File: src/rtl/npc_pkg.sv
// Shared npc definitions: AXI response codes, physical memory map and the
// state encoding of the AXI4-Lite memory responder.
package npc_pkg;

  localparam logic [1:0] RESP_OKAY   = 2'b00;
  localparam logic [1:0] RESP_SLVERR = 2'b10;

  localparam logic [31:0] PMEM_BASE = 32'h8000_0000;
  localparam logic [31:0] PMEM_SIZE = 32'h0800_0000;

  typedef enum logic [2:0] {
    StIdle,
    StRdWait,
    StRdResp,
    StWrWait,
    StWrResp
  } sram_state_t;

  // 33-bit offset so an address below base becomes huge instead of wrapping into range.
  function automatic logic addr_in_range(logic [31:0] addr, logic [31:0] base,
                                         logic [31:0] size);
    logic [32:0] off;
    off = {1'b0, addr} - {1'b0, base};
    return off < {1'b0, size};
  endfunction

endpackage

File: src/rtl/delay_counter.sv
// 8-bit loadable down-counter; holds at zero and flags it combinationally.
module delay_counter (
  input  logic       clk,
  input  logic       rst,
  input  logic       load,
  input  logic       en,
  input  logic [7:0] load_val,
  output logic       zero
);

  logic [7:0] count_q, count_d;

  always_comb begin
    count_d = count_q;
    if (load) begin
      count_d = load_val;
    end else if (en && (count_q != 8'd0)) begin
      count_d = count_q - 8'd1;
    end
  end

  always_ff @(posedge clk or negedge rst) begin
    if (!rst) begin
      count_q <= 8'd0;
    end else begin
      count_q <= count_d;
    end
  end

  assign zero = (count_q == 8'd0);

endmodule

File: src/rtl/sram_axil.sv
// AXI4-Lite memory responder with programmable access latency. The single
// memory access per transaction is exported on the pmem_* port for the simulator.
module sram_axil
  import npc_pkg::*;
#(
  parameter logic [31:0] BASE    = PMEM_BASE,
  parameter logic [31:0] SIZE    = PMEM_SIZE,
  parameter int unsigned LATENCY = 1
) (
  input  logic        clk,
  input  logic        rst,
  input  logic [31:0] araddr,
  input  logic        arvalid,
  output logic        arready,
  output logic [31:0] rdata,
  output logic [1:0]  rresp,
  output logic        rvalid,
  input  logic        rready,
  input  logic [31:0] awaddr,
  input  logic        awvalid,
  output logic        awready,
  input  logic [31:0] wdata,
  input  logic [3:0]  wstrb,
  input  logic        wvalid,
  output logic        wready,
  output logic [1:0]  bresp,
  output logic        bvalid,
  input  logic        bready,
  output logic        pmem_ren,
  output logic        pmem_wen,
  output logic [31:0] pmem_addr,
  output logic [31:0] pmem_wdata,
  output logic [7:0]  pmem_wmask,
  input  logic [31:0] pmem_rdata
);

  localparam logic [7:0] LatVal = 8'(LATENCY);

  sram_state_t state_q, state_d;
  logic [31:0] addr_q, addr_d;
  logic [31:0] wdata_q, wdata_d;
  logic [3:0]  wstrb_q, wstrb_d;
  logic [31:0] rdata_q, rdata_d;
  logic [1:0]  rresp_q, rresp_d;
  logic [1:0]  bresp_q, bresp_d;
  logic        rvalid_q, rvalid_d;
  logic        bvalid_q, bvalid_d;
  logic        cnt_load, cnt_en, cnt_zero;
  logic        idle, hit;

  delay_counter u_delay_counter (
    .clk      (clk),
    .rst      (rst),
    .load     (cnt_load),
    .en       (cnt_en),
    .load_val (LatVal),
    .zero     (cnt_zero)
  );

  // Readies are gated by rst so nothing looks acceptable while reset is held.
  assign idle    = (state_q == StIdle) && rst;
  assign arready = idle;
  assign awready = idle && !arvalid;
  assign wready  = idle && !arvalid;
  assign hit     = addr_in_range(addr_q, BASE, SIZE);

  always_comb begin
    state_d  = state_q;
    addr_d   = addr_q;
    wdata_d  = wdata_q;
    wstrb_d  = wstrb_q;
    rdata_d  = rdata_q;
    rresp_d  = rresp_q;
    bresp_d  = bresp_q;
    rvalid_d = rvalid_q;
    bvalid_d = bvalid_q;
    cnt_load = 1'b0;
    cnt_en   = 1'b0;
    pmem_ren = 1'b0;
    pmem_wen = 1'b0;
    unique case (state_q)
      StIdle: begin
        if (arvalid) begin
          addr_d   = araddr;
          cnt_load = 1'b1;
          state_d  = StRdWait;
        end else if (awvalid && wvalid) begin
          addr_d   = awaddr;
          wdata_d  = wdata;
          wstrb_d  = wstrb;
          cnt_load = 1'b1;
          state_d  = StWrWait;
        end
      end
      StRdWait: begin
        if (cnt_zero) begin
          pmem_ren = hit;
          rdata_d  = hit ? pmem_rdata : 32'h0;
          rresp_d  = hit ? RESP_OKAY : RESP_SLVERR;
          rvalid_d = 1'b1;
          state_d  = StRdResp;
        end else begin
          cnt_en = 1'b1;
        end
      end
      StRdResp: begin
        if (rready) begin
          rvalid_d = 1'b0;
          state_d  = StIdle;
        end
      end
      StWrWait: begin
        if (cnt_zero) begin
          // An all-zero strobe is a legal no-op, so it answers OKAY without touching memory.
          pmem_wen = hit && (wstrb_q != 4'b0000);
          bresp_d  = hit ? RESP_OKAY : RESP_SLVERR;
          bvalid_d = 1'b1;
          state_d  = StWrResp;
        end else begin
          cnt_en = 1'b1;
        end
      end
      StWrResp: begin
        if (bready) begin
          bvalid_d = 1'b0;
          state_d  = StIdle;
        end
      end
      default: state_d = StIdle;
    endcase
  end

  always_ff @(posedge clk or negedge rst) begin
    if (!rst) begin
      state_q  <= StIdle;
      addr_q   <= 32'h0;
      wdata_q  <= 32'h0;
      wstrb_q  <= 4'h0;
      rdata_q  <= 32'h0;
      rresp_q  <= RESP_OKAY;
      bresp_q  <= RESP_OKAY;
      rvalid_q <= 1'b0;
      bvalid_q <= 1'b0;
    end else begin
      state_q  <= state_d;
      addr_q   <= addr_d;
      wdata_q  <= wdata_d;
      wstrb_q  <= wstrb_d;
      rdata_q  <= rdata_d;
      rresp_q  <= rresp_d;
      bresp_q  <= bresp_d;
      rvalid_q <= rvalid_d;
      bvalid_q <= bvalid_d;
    end
  end

  assign rdata      = rdata_q;
  assign rresp      = rresp_q;
  assign rvalid     = rvalid_q;
  assign bresp      = bresp_q;
  assign bvalid     = bvalid_q;
  assign pmem_addr  = {addr_q[31:2], 2'b00};
  assign pmem_wdata = wdata_q;
  assign pmem_wmask = {4'b0000, wstrb_q};

endmodule

File: config.mk
export PLATFORM = sky130hd
export DESIGN_NAME = sram_axil
export DESIGN_NICKNAME = d
export VERILOG_FILES = /design/src/rtl/npc_pkg.sv /design/src/rtl/delay_counter.sv /design/src/rtl/sram_axil.sv
export SDC_FILE = /design/constraint.sdc
export NUM_CORES = 1
export LEC_CHECK = 0
export CAP_MARGIN = 0
export CORE_AREA = 2 2 114 116
export CTS_CLUSTER_DIAMETER = 150
export DETAILED_ROUTE_END_ITERATION = 8
export DIE_AREA = 0 0 116 118
export GPL_ROUTABILITY_DRIVEN = 1
export GPL_TIMING_DRIVEN = 0
export PLACE_DENSITY = 0.79
export SLEW_MARGIN = 20
export SYNTH_ARGS = -nofsm -noshare
export SYNTH_HDL_FRONTEND = slang
export SYNTH_SLANG_ARGS = --single-unit
File: constraint.sdc
create_clock -name clk -period 3.15 [get_ports clk]
set_input_delay 0.63 -clock clk [delete_from_list [all_inputs] [get_ports clk]]
set_output_delay 0.63 -clock clk [all_outputs]
set_load 0.01 [all_outputs]
======== Word-level counts from Yosys, hierarchy flattened ========
Index checks and enable logic that the tools add are counted.
cells by class
  add/sub/neg operators ................... 2
  reductions and logical operators ........ 22
  bitwise logic cells ..................... 1
  multiplexer cells ....................... 27
  eq/ne operators ......................... 9
  order comparisons ....................... 1
operators by type and width
  cell                                                                     count
  32-bit two-way mux                                                       3
  33-bit by 28-bit < comparator with 1-bit output, second input constant   1
  32-bit by 32-bit subtractor with 33-bit output, second input constant    1
  3-bit two-way mux                                                        6
  8-bit two-way mux                                                        2
  3-bit case mux with 5 select lines                                       1
  1-bit two-way mux                                                        12
  3-bit AND reduction                                                      3
  8-bit zero test                                                          1
  2-bit inequality test, second input constant                             4
  2-bit nonzero test                                                       4
  8-bit nonzero test                                                       1
  8-bit by 1-bit subtractor with 8-bit output, second input constant       1
  3-bit by 2-bit equality test with 1-bit output, second input constant    2
  2-bit AND reduction                                                      3
  1-bit logical AND                                                        5
  5-bit AND reduction                                                      1
  1-bit case mux with 2 select lines                                       2
  4-bit nonzero test                                                       1
  3-bit by 1-bit equality test with 1-bit output, second input constant    1
  3-bit equality test, second input constant                               1
  3-bit zero test                                                          1
  3-bit by 2-bit inequality test with 1-bit output, second input constant  1
  2-bit two-way mux                                                        1
  3 further kinds                                                          3
word-level totals
  flip-flop bits (word level) ............. 117
  output and inout port bits .............. 115

======== Depth between registers and ports, before layout ========
  depth after elaboration ................. 6
  depth in mapped cells ................... 8
  gate-level depth less buffers ........... 6

======== By module ========
A second synthesis with hierarchy kept.
second synthesis, totals
  cells, all modules ...................... 426
  area total of the unflattened synthesis .. 5093.6 sq um
modules (own cells, without submodules)
  module         area an instance (sq um)  cells each  times used  sequential area each (sq um)
  sram_axil      4565.6                    368         1           2627.5
  delay_counter  528.0                     58          1           200.2

======== Least setup slack after synthesis ========
No wires, ideal clock.
  kind .................................... flip-flop to output port
  from .................................... register u_delay_counter.count_q[5]
  to ...................................... output port pmem_ren
  required time ........................... 2.520 ns
  arrival time ............................ 1.861 ns
  cell stages (with the launch flop) ...... 6
  setup slack ............................. 0.659 ns
  cells stage by stage .................... dfrtp_1 or4_4 or4_4 buf_6 nor2_8 buf_8
on the way
  word-level cells in the longest chain between the ends .. 3
ends and longest elaborated chain
  element                 line                 text
  from (decl)             delay_counter.sv:11  logic [7:0] count_q, count_d;
  from (signal assigned)  delay_counter.sv:26  count_q <= count_d;
  8-bit zero test         delay_counter.sv:30  assign zero = (count_q == 8'd0);
  1-bit two-way mux       sram_axil.sv:96      if (cnt_zero) begin
  1-bit two-way mux       sram_axil.sv:81      unique case (state_q)
  to (decl)               sram_axil.sv:29      output logic pmem_ren,
Every way passes these cells.

======== Worst setup path in the final report ========
  from .................................... register u_delay_counter.count_q[0]
  to ...................................... output port pmem_ren
Same word-level chain as after synthesis.

==> flow_summary_export.csv <==
group,metric,value,unit
drt,drcViolationCount,0,
clock_network,cts_tree,"yes",
floorplanning,dieArea,13700,sq um
yosys,yosysSeqAreaShare,59.3,%
timing,finalCritPeriodShare,96.2,%
clock_network,clk_pin_slew_worst_paths,0.06,ns
timing,fmax,330,MHz
pwr,p_sw_share,29.5,%
cells_and_area,area_growth,70.3,%
drt,via_per_inst,4.68,
pwr,pwr_density_cell,857,nW/um^2
clock_network,cts_htree_levels,4,
pwr,ir_worst_vdd,0.331,mV
pwr,p_seq_share,34.2,%
cells_and_area,insertedDiodeCount,0,
yosys,ys_seq_elements,113,
critical_path,r2r_slack,0.88,ns
yosys,synth_warnings,0,
place,hpwl,10200,um
critical_path,timing.rr.start,"u_delay_counter.count_q[0]",
pwr,total_leakage_power,3.63,nW
floorplanning,die_h,118,um
timing,drv_slew,0,
global_routing,grt_max_degree,75,
critical_path,reg2regPathDepth,7,
yosys,avgSynthCellArea,12.7,sq um
status,status,"finished, final reports clean",
drt,drtIter0Drc,201,
cells_and_area,fin_nets,790,
clock_network,cts_max_path_buffers,2,
clock_network,cts-root-buf,"clkbuf_16",
timing,worst_slew_pin_slew,0.735,ns
floorplanning,ios,254,
timing,finClkSkew,0.0112,ns
clock_network,cts_made_buffers,17,
cells_and_area,layout-drive-gt1-share,17.4,%
clock_network,insertion_delay,0.40,ns
place,placedCellCount,796,
cells_and_area,stdcell_count,834,
timing,setup_tns,0,ns
clock_network,cts_sinks,113,
yosys,yosysTopAreaCell,"dfrtp_1",
yosys,netlist_area,4770,sq um
pwr,p_clk_share,29.3,%
critical_path,crit_fanout,6,
yosys,post_synth_num_cell_types,38,
drt,firstDrtPassIters,4,
place,io_buffers,240,
critical_path,crit_type,"reg2out",
critical_path,worstSetupStartpointType,"flop",
timing,timing.final.hold_violations,0,
global_routing,grt_usage,19.6,%
drt,wire_per_inst,16.0,um
job,maxCapViolations,0,
pwr,pwr-share-comb,36.6,%
critical_path,crit_arrival,2.40,ns
floorplanning,initial_utilization,38.4,%
timing,rsz0062_at_grt,"false",
floorplanning,core_area,12400,sq um
critical_path,reg2reg_to,"rdata[22]",
timing,setup_viol,0,
drt,vias,3905,
critical_path,endpoint_kind,"primary output",
global_routing,antenna_found_initial,0,
global_routing,grt_pass1_wl,21000,um
yosys,synth_top_area_share,59.3,%
global_routing,grt-ovfl-total,0,
pwr,internal_power,0.00491,W
place,gp_congestion,0.773,
floorplanning,fp.dieW,116,um
drt,ant_nets,0,
yosys,synthCells,376,
pwr,p_sw,0.00206,W
drt,routed_wl,13300,um
floorplanning,rows,41,
timing,fin_crit,3.03,ns
yosys,synth_area_leaders,"dfrtp_1 59%, mux2_2 9.0%, mux2i_1 6.9%",
timing,slew_headroom,51.0,%
global_routing,grt_pass1_vias,4130,
hold_path,hold_path_class,"in2async",
critical_path,cp.required,2.52,ns
cells in the mapped netlist (all sizes together):
cell type	n
ha	2
o21ai	36
mux2i	33
inv	5
conb	1
o21a	1
or3b	2
a21oi	5
a211oi	1
nor3	6
and2	2
clkbuf	10
nor4	4
nor2b	3
o2111ai	1
or3	1
a22o	32
or4b	1
and3	1
nor4bb	1
dfrtp	113
buf	21
nand2	40
nand2b	4
nand4	1
nand3	1
xor2	2
or4	3
mux2	38
nor2	5
metrics by stage:
step                      total power (W)  hold slack (ns)  setup WS, ns  util, %  instance area (sq um)
after CTS                         0.00700            0.147       -0.0170     65.2                   8090
final                             0.00696            0.144         0.121     65.5                   8130
after global routing              0.00736            0.158        0.0190     65.5                   8130
after detailed placement          0.00492            0.470      -0.00334     60.0                   7440
after global placement            0.00482            0.462         -3.43     59.7                   7420
after floorplan                   0.00340            0.334         0.659        -                   4800
power groups by stage:
stage | Sequential (W) | Clock, W | Combinational (W)
floorplan | 0.00259 | 0 | 0.000808
global placement | 0.00237 | 0 | 0.00246
detailed placement | 0.00240 | 0 | 0.00252
CTS | 0.00238 | 0.00208 | 0.00254
global route | 0.00246 | 0.00215 | 0.00275
finish | 0.00238 | 0.00204 | 0.00255
routing by layer:
layer	routed length (um)	global-route usage [%]	vias to the layer above
li1	-	-	1870
met1	5300	22.8	1854
met2	6680	34.4	174
met3	1280	7.26	7
met4	78	3.87	0
met5	0	0	-
cells by family (layout without fill, tap and decap cells):
kind of cell | Yosys count | after routing | synth area share, %
xor gates and xnor gates | 2 | 2 | 0.367
AOI/OAI and AO/OA | 76 | 76 | 10.9
adders and majority gates | 2 | 2 | 0.524
other | 1 | 8 | 0.0786
muxes | 71 | 71 | 15.9
and+or+nand+nor | 75 | 75 | 8.13
DFF | 113 | 113 | 59.3
buffers and inverters | 36 | 315 | 4.90
critical path, cell delays in order (launching register included):
cell             delay (ns)
dfrtp_1                0.40
inv_2                  0.07
ha_1                   0.13
or3b_4                 0.41
or4_4                  0.54
nor2_8                 0.14
buf_8                  0.11
clkdlybuf4s15_2        0.21
state kept, by name, indices dropped and copies added, names as in the netlist:
name and flops:
rresp 1, bresp 1, state_q 3, u_delay_counter.count_q 8
bvalid 1, rdata 32, addr_q 30, wstrb_q 4
rvalid 1, pmem_wdata 32
worst max path at each step:
stage,cells past startpoint,endpoint,slack (ns),start
final,7,pmem_ren,0.12,u_delay_counter.count_q[0]
after global routing,7,pmem_ren,0.02,u_delay_counter.count_q[0]
after CTS,6,pmem_ren,-0.02,u_delay_counter.count_q[4]
after detailed placement,8,pmem_ren,-0.003,u_delay_counter.count_q[0]
after global placement,4,wready,-3.43,rst
after floorplan,5,pmem_ren,0.66,u_delay_counter.count_q[5]
cell usage in the layout (no fill, tap or decap), drive strengths merged, types with 2 or more instances in the layout:
| master | Yosys | final |
|---|---|---|
| nor3 | 6 | 6 |
| conb | 1 | 8 |
| clkdlybuf4s50 | 0 | 237 |
| a22o | 32 | 32 |
| ha | 2 | 2 |
| clkinv | 0 | 5 |
| xor2 | 2 | 2 |
| or3b | 2 | 2 |
| clkinvlp | 0 | 3 |
| bufinv | 0 | 4 |
| nand2b | 4 | 4 |
| buf | 21 | 29 |
| a21oi | 5 | 5 |
| dfrtp | 113 | 113 |
| or4 | 3 | 3 |
| nand2 | 40 | 40 |
| mux2 | 38 | 38 |
| nor2 | 5 | 5 |
| inv | 5 | 6 |
| nor4 | 4 | 4 |
| and2 | 2 | 2 |
| nor2b | 3 | 3 |
| o21ai | 36 | 36 |
| clkbuf | 10 | 29 |
| mux2i | 33 | 33 |
cell type report:
type | instances | area [sq um]
Sequential cell | 113 | 2830
Tap cell | 172 | 215
Clock buffer | 19 | 453
Clock inverter | 13 | 184
Buffer | 30 | 204
Multi-Input combinational cell | 234 | 1740
Fill cell | 978 | 4290
Timing Repair Buffer | 248 | 2480
Inverter | 5 | 18.8
what timing repair did:
item / CTS / global route
pin swaps: 2 / 1
gates resized for setup: 5 / 3
endpoints found under the setup margin: 2 / 1
hold endpoints to repair: 0 / 0
cloned: 0 / 0
setup buffers: 1 / 6
hold buffers: 0 / 0
Power figures use the tool's default switching activity.
